**src/rtl/uart_out_arbiter.sv**
```systemverilog
// Round-robin console arbiter feeding a character FIFO toward one UART sink.
// Optional line locking (hold a requester until newline) with UART_ARB_LINE_LOCK_EN.
module uart_out_arbiter #(
    parameter int NREQ         = 4,
    parameter int FIFO_DEPTH   = 8,
    parameter int LOCK_TIMEOUT = 64
) (
    input  logic                          clock,
    input  logic                          reset,
    input  logic [NREQ-1:0]               req_valid,
    input  logic [8*NREQ-1:0]             req_ch,
    output logic [NREQ-1:0]               req_ready,
    output logic                          out_valid,
    output logic [7:0]                    out_ch,
    output logic [2:0]                    out_src,
    input  logic                          out_ready,
    output logic [$clog2(FIFO_DEPTH):0]   fifo_count
);

    localparam int AW = $clog2(FIFO_DEPTH);
    localparam int IW = (NREQ > 1) ? $clog2(NREQ) : 1;
    localparam int CW = $clog2(LOCK_TIMEOUT + 1);

`ifdef UART_ARB_LINE_LOCK_EN
    localparam bit LOCK_EN = 1'b1;
`else
    localparam bit LOCK_EN = 1'b0;
`endif

    localparam logic [0:0] S_IDLE   = 1'b0;
    localparam logic [0:0] S_LOCKED = 1'b1;

    logic [7:0]    ch_mem  [FIFO_DEPTH];
    logic [2:0]    src_mem [FIFO_DEPTH];
    logic [AW-1:0] wr_ptr;
    logic [AW-1:0] rd_ptr;
    logic [AW:0]   count;
    logic          full;
    logic          empty;
    logic          push;
    logic          pop;

    logic [0:0]    state;
    logic [IW-1:0] last;
    logic [IW-1:0] lock_idx;
    logic [CW-1:0] idle_cnt;
    logic [IW-1:0] grant_idx;
    logic [IW-1:0] sel;
    logic          grant_any;
    logic [7:0]    grant_ch;

    assign full  = (count == (AW+1)'(FIFO_DEPTH));
    assign empty = (count == '0);

    always_comb begin
        grant_any = 1'b0;
        grant_idx = '0;
        sel       = '0;
        if (state == S_LOCKED) begin
            grant_any = 1'b1;
            grant_idx = lock_idx;
        end else begin
            for (int k = 1; k <= NREQ; k++) begin
                sel = IW'((int'(last) + k) % NREQ);
                if (!grant_any && req_valid[sel]) begin
                    grant_any = 1'b1;
                    grant_idx = sel;
                end
            end
        end
    end

    always_comb begin
        grant_ch = 8'h00;
        for (int i = 0; i < NREQ; i++) begin
            if (grant_idx == IW'(i))
                grant_ch = req_ch[8*i +: 8];
        end
    end

    // Ready is a pure grant/space decision so requesters can rely on it.
    always_comb begin
        req_ready = '0;
        for (int i = 0; i < NREQ; i++) begin
            req_ready[i] = reset && grant_any && !full
                           && (grant_idx == IW'(i));
        end
    end

    assign push = |(req_valid & req_ready);
    assign pop  = !empty && out_ready;

    always_ff @(posedge clock) begin
        if (push) begin
            ch_mem[wr_ptr]  <= grant_ch;
            src_mem[wr_ptr] <= 3'(grant_idx);
        end
    end

    always_ff @(posedge clock or negedge reset) begin
        if (!reset) begin
            wr_ptr <= '0;
            rd_ptr <= '0;
            count  <= '0;
        end else begin
            if (push)
                wr_ptr <= wr_ptr + 1'b1;
            if (pop)
                rd_ptr <= rd_ptr + 1'b1;
            case ({push, pop})
                2'b10:   count <= count + 1'b1;
                2'b01:   count <= count - 1'b1;
                default: count <= count;
            endcase
        end
    end

    assign out_valid  = !empty;
    assign out_ch     = empty ? 8'h00 : ch_mem[rd_ptr];
    assign out_src    = empty ? 3'd0 : src_mem[rd_ptr];
    assign fifo_count = count;

    always_ff @(posedge clock or negedge reset) begin
        if (!reset) begin
            last     <= IW'(NREQ - 1);
            state    <= S_IDLE;
            lock_idx <= '0;
            idle_cnt <= '0;
        end else begin
            if (push)
                last <= grant_idx;
            unique case (state)
                S_IDLE: begin
                    if (LOCK_EN && push && grant_ch != 8'h0A) begin
                        state    <= S_LOCKED;
                        lock_idx <= grant_idx;
                        idle_cnt <= '0;
                    end
                end
                S_LOCKED: begin
                    if (push && grant_ch == 8'h0A) begin
                        state    <= S_IDLE;
                        idle_cnt <= '0;
                    end else if (req_valid[lock_idx]) begin
                        idle_cnt <= '0;
                    end else if (idle_cnt == CW'(LOCK_TIMEOUT - 1)) begin
                        state    <= S_IDLE;
                        idle_cnt <= '0;
                    end else begin
                        idle_cnt <= idle_cnt + 1'b1;
                    end
                end
                default: state <= S_IDLE;
            endcase
        end
    end

endmodule

```
**config.mk**
```make
export PLATFORM = sky130hd
export DESIGN_NAME = uart_out_arbiter
export DESIGN_NICKNAME = d
export VERILOG_FILES = /design/src/rtl/uart_out_arbiter.sv
export SDC_FILE = /design/constraint.sdc
export NUM_CORES = 1
export LEC_CHECK = 0
export ABC_AREA = 1
export BUFFER_PORTS_ARGS = -buffer_cell sky130_fd_sc_hd__buf_4
export CAP_MARGIN = 20
export CORE_ASPECT_RATIO = 0.8
export CORE_MARGIN = 3
export CORE_UTILIZATION = 36
export DETAILED_ROUTE_END_ITERATION = 6
export GPL_ROUTABILITY_DRIVEN = 1
export PLACE_DENSITY = 0.63
export SYNTH_ARGS = -nofsm -noshare
export SYNTH_HDL_FRONTEND = slang
export SYNTH_SLANG_ARGS = --single-unit
```
**constraint.sdc**
```tcl
create_clock -name clock -period 3.2 [get_ports clock]
set_input_delay 0.16 -clock clock [delete_from_list [all_inputs] [get_ports clock]]
set_output_delay 0.16 -clock clock [all_outputs]
set_load 0.01 [all_outputs]
```
==> metrics.md <==
| Metric | Value |
|---|---|
| Outcome | `complete, no violations` |
| Initial antenna violation count | `0` |
| GP Congestion | `0.810` |
| Worst Path Arrival | `3200 ps` |
| Syn_nets | `581` |
| Setup violations, final | `0` |
| CTS buffer count | `9` |
| Via density | `4.91` |
| Routed vias | `3841` |
| R2r setup slk | `230 ps` |
| Flops & latches, synth | `100` |
| Max-cap violations | `0` |
| Slew at the pin with the worst max-slew slack | `637 ps` |
| Max layer used | `met4` |
| First DRT Iteration DRCs | `232` |
| Hold WC Path Type | `input pin to register` |
| Worst R2R End | `fifo_count[3]` |
| Initial core utilization | `0.369` |
| Num rows | `38` |
| Slew headroom | `0.575` |
| Number of global-route vias before repair | `3806` |
| Core ar. | `13600 um2` |
| Root buffer cell | `clkbuf_16` |
| Met1 Wirelength | `5450 um` |
| Area post-placement | `5650 um2` |
| Routed wire length | `11400 um` |
| Pre-Repair DR Iteration Count | `4` |
| Worst-case clock buffer depth | `2` |
| Syn avg cell area | `9.42 um2` |
| Slew Viols, Final | `0` |
| I/O Buffers | `57` |
| Primary FF master, synth | `edfxtp_1` |
| Worst-path cell chain | `inv_2 -> nand2_1 -> nand2_2 -> nand2_4 -> nand2_4 -> nor2_4 -> nand3_2 -> o211ai_1 -> a31oi_4 -> inv_1 -> ha_2 -> ha_1 -> nand2_1 -> nor2_1 -> a211oi_2 -> nor2_1 -> nor2_1 -> nand2_1 -> xor2_1` |
| Gr usage total | `0.153` |
| Register area share after synthesis | `0.577` |
| FMAX | `336 MHz` |
| Syn. warnings | `2` |
| DR WL/cell | `14.5 um` |
| Fin crit share | `0.929` |
| CP max FO | `7` |
| Most frequent cells in the layout | `nor2_1 (91), nand2_1 (90), edfxtp_1 (80), buf_4 (72), o21ai_0 (55)` |
| Layout Nets | `643` |
| Number of synthesized flops with an enable pin | `80` |
| Grt total ovfl | `0` |
| Fin Clk Skew | `8.35 ps` |
| Worst skew pair latency | `340 ps` |
| Setup crit end | `fifo_count[3]` |
| Commonest non-fill, non-tap cell in the layout | `nor2_1` |
| Peak supply drop | `0.821 mV` |
| IO Count | `59` |
| Maximum number of pins on one net before global-route repair | `42` |
| H-tree levels | `3` |
| Final Hold Viols | `0` |
| Routed wl met3 | `846 um` |
| Layout cells sized above 1 | `0.204` |
| Antenna Nets Post-Route | `0` |
| Final min period | `2970 ps` |
| Area Overhead vs Synth | `19.3%` |
| First-pass GRT wire length | `19300 um` |
| TNS Setup | `0 ps` |
| Static leakage | `0.00257 uW` |
| Synthesized area | `5040 um2` |
| Post-layout instance area | `6010 um2` |
| CTS tree | `done` |
| Clock sink count | `100` |
| Post-Synthesis Cells | `535` |
| Crit end category | `register` |
| Worst Setup Start Kind | `register` |
| Die H | `112 um` |
| Slowest stage cell on the critical path | `dfstp_2` |
| Die Width | `138 um` |
| Worst reg2reg path depth | `19` |
| Clk slew on worst S/H paths | `70 ps` |
| Worst setup startpoint | `last[1]` |
| Full die area | `15500 um2` |
| WL met2 | `4950 um` |
| Unrepaired setup endpoints after global routing | `no` |
| Asr flop ratio synth | `0.200` |
| DP HPWL | `8040 um` |
| Synth cell types | `36` |
| Reg-to-reg critical path startpoint | `last[1]` |
| Required time of the critical path | `3430 ps` |
| Pwr dens | `1260 nW/um2` |
| HP Start | `req_valid[0]` |
| Worst Path Class, Setup | `register to register` |
| Ant diodes | `0` |
| CP peak stage delay | `610 ps` |
| # DRC | `0` |
==> report_power, final <==
part           internal [uW]  leakage (uW)  switching (uW)
Sequential              2340      0.000973             159
Clock                    618      0.000152             470
Combinational           1290       0.00144            2690
==> per-stage QoR <==
step / utilization / std cells / hold WS (ps) / setup slack, ps / total power, uW
2_1_floorplan: - / 535 / -136 / 131 / 5180
3_3_place_gp: 0.414 / 761 / 59.6 / 166 / 6340
3_5_place_dp: 0.414 / 761 / 64.3 / 22.5 / 6480
4_1_cts: 0.439 / 780 / 72.9 / 118 / 7600
5_1_grt: 0.440 / 782 / 90.0 / 3.48 / 8240
6_report: 0.440 / 782 / 83.0 / 227 / 7570
==> per-layer routing <==
metal  track usage  vias up
met3        0.0348        9
met4        0.0402        0
li1              -     1912
met2         0.235      131
met5             0        -
met1         0.221     1789
==> cell usage after synthesis (5+ instances only) <==
cell type	number	area, um2
a31oi_1	10	62.6
clkbuf_1	15	56.3
dfrtp_1	18	450
edfxtp_1	80	2400
ha_1	6	75.1
inv_1	51	191
nand2_1	90	338
nand2_2	11	68.8
nand3_1	44	220
nor2_1	91	342
nor2_2	5	31.3
nor3_1	6	30.0
o21ai_0	55	275
o22ai_1	10	62.6
xor2_1	7	61.3
==> timing repair <==
item,in CTS,in global routing
setup buffers,2,2
resized for setup,0,2
endpoints found under the hold margin,20,0
pin swaps,1,1
hold buffers,1,0
endpoints found under the setup margin,1,1
==> worst max-delay path: cells and delay by family (launching register included) <==
kind	cells	cell delay, ps
buffers and inverters	2	220
adder cells (fa/ha/maj)	2	480
flip-flops	1	610
XOR/XNOR	1	140
AND/OR/NAND/NOR	11	880
AO/OA/AOI/OAI	3	540
==> cell type report <==
cell class / instances / area (um2)
inverter: 55 / 206
tap: 180 / 225
clock inverter: 7 / 78.8
timing repair buffer: 74 / 571
sequential: 100 / 2910
multi-input combinational: 357 / 1800
fill: 1291 / 7640
clock buffer: 9 / 225
==> how the worst min path moves through the flow <==
stage	depth (start not counted)	slack, ps	to
2_1_floorplan	0	-140	fifo_count[0]
3_3_place_gp	1	60	idle_cnt[1]
3_5_place_dp	1	60	idle_cnt[1]
4_1_cts	2	70	last[1]
5_1_grt	2	90	last[1]
6_report	2	80	last[1]
==> sequential cells by signal (all words and copies together), names as in the netlist <==
register    cells
rd_ptr          3
last            2
src_mem        16
wr_ptr          3
idle_cnt        7
fifo_count      4
ch_mem         64
state           1
==> cells by family after synthesis <==
| logic type | after synthesis | synth area share |
|---|---|---|
| fa+ha+maj | 7 | 0.0189 |
| other cells | 1 | 0.000744 |
| xor+xnor | 9 | 0.0156 |
| simple gates | 258 | 0.228 |
| compound gates | 82 | 0.0921 |
| flops | 100 | 0.577 |
| buf+inv | 78 | 0.0678 |
No activity file was read; power rests on OpenSTA's default activity.
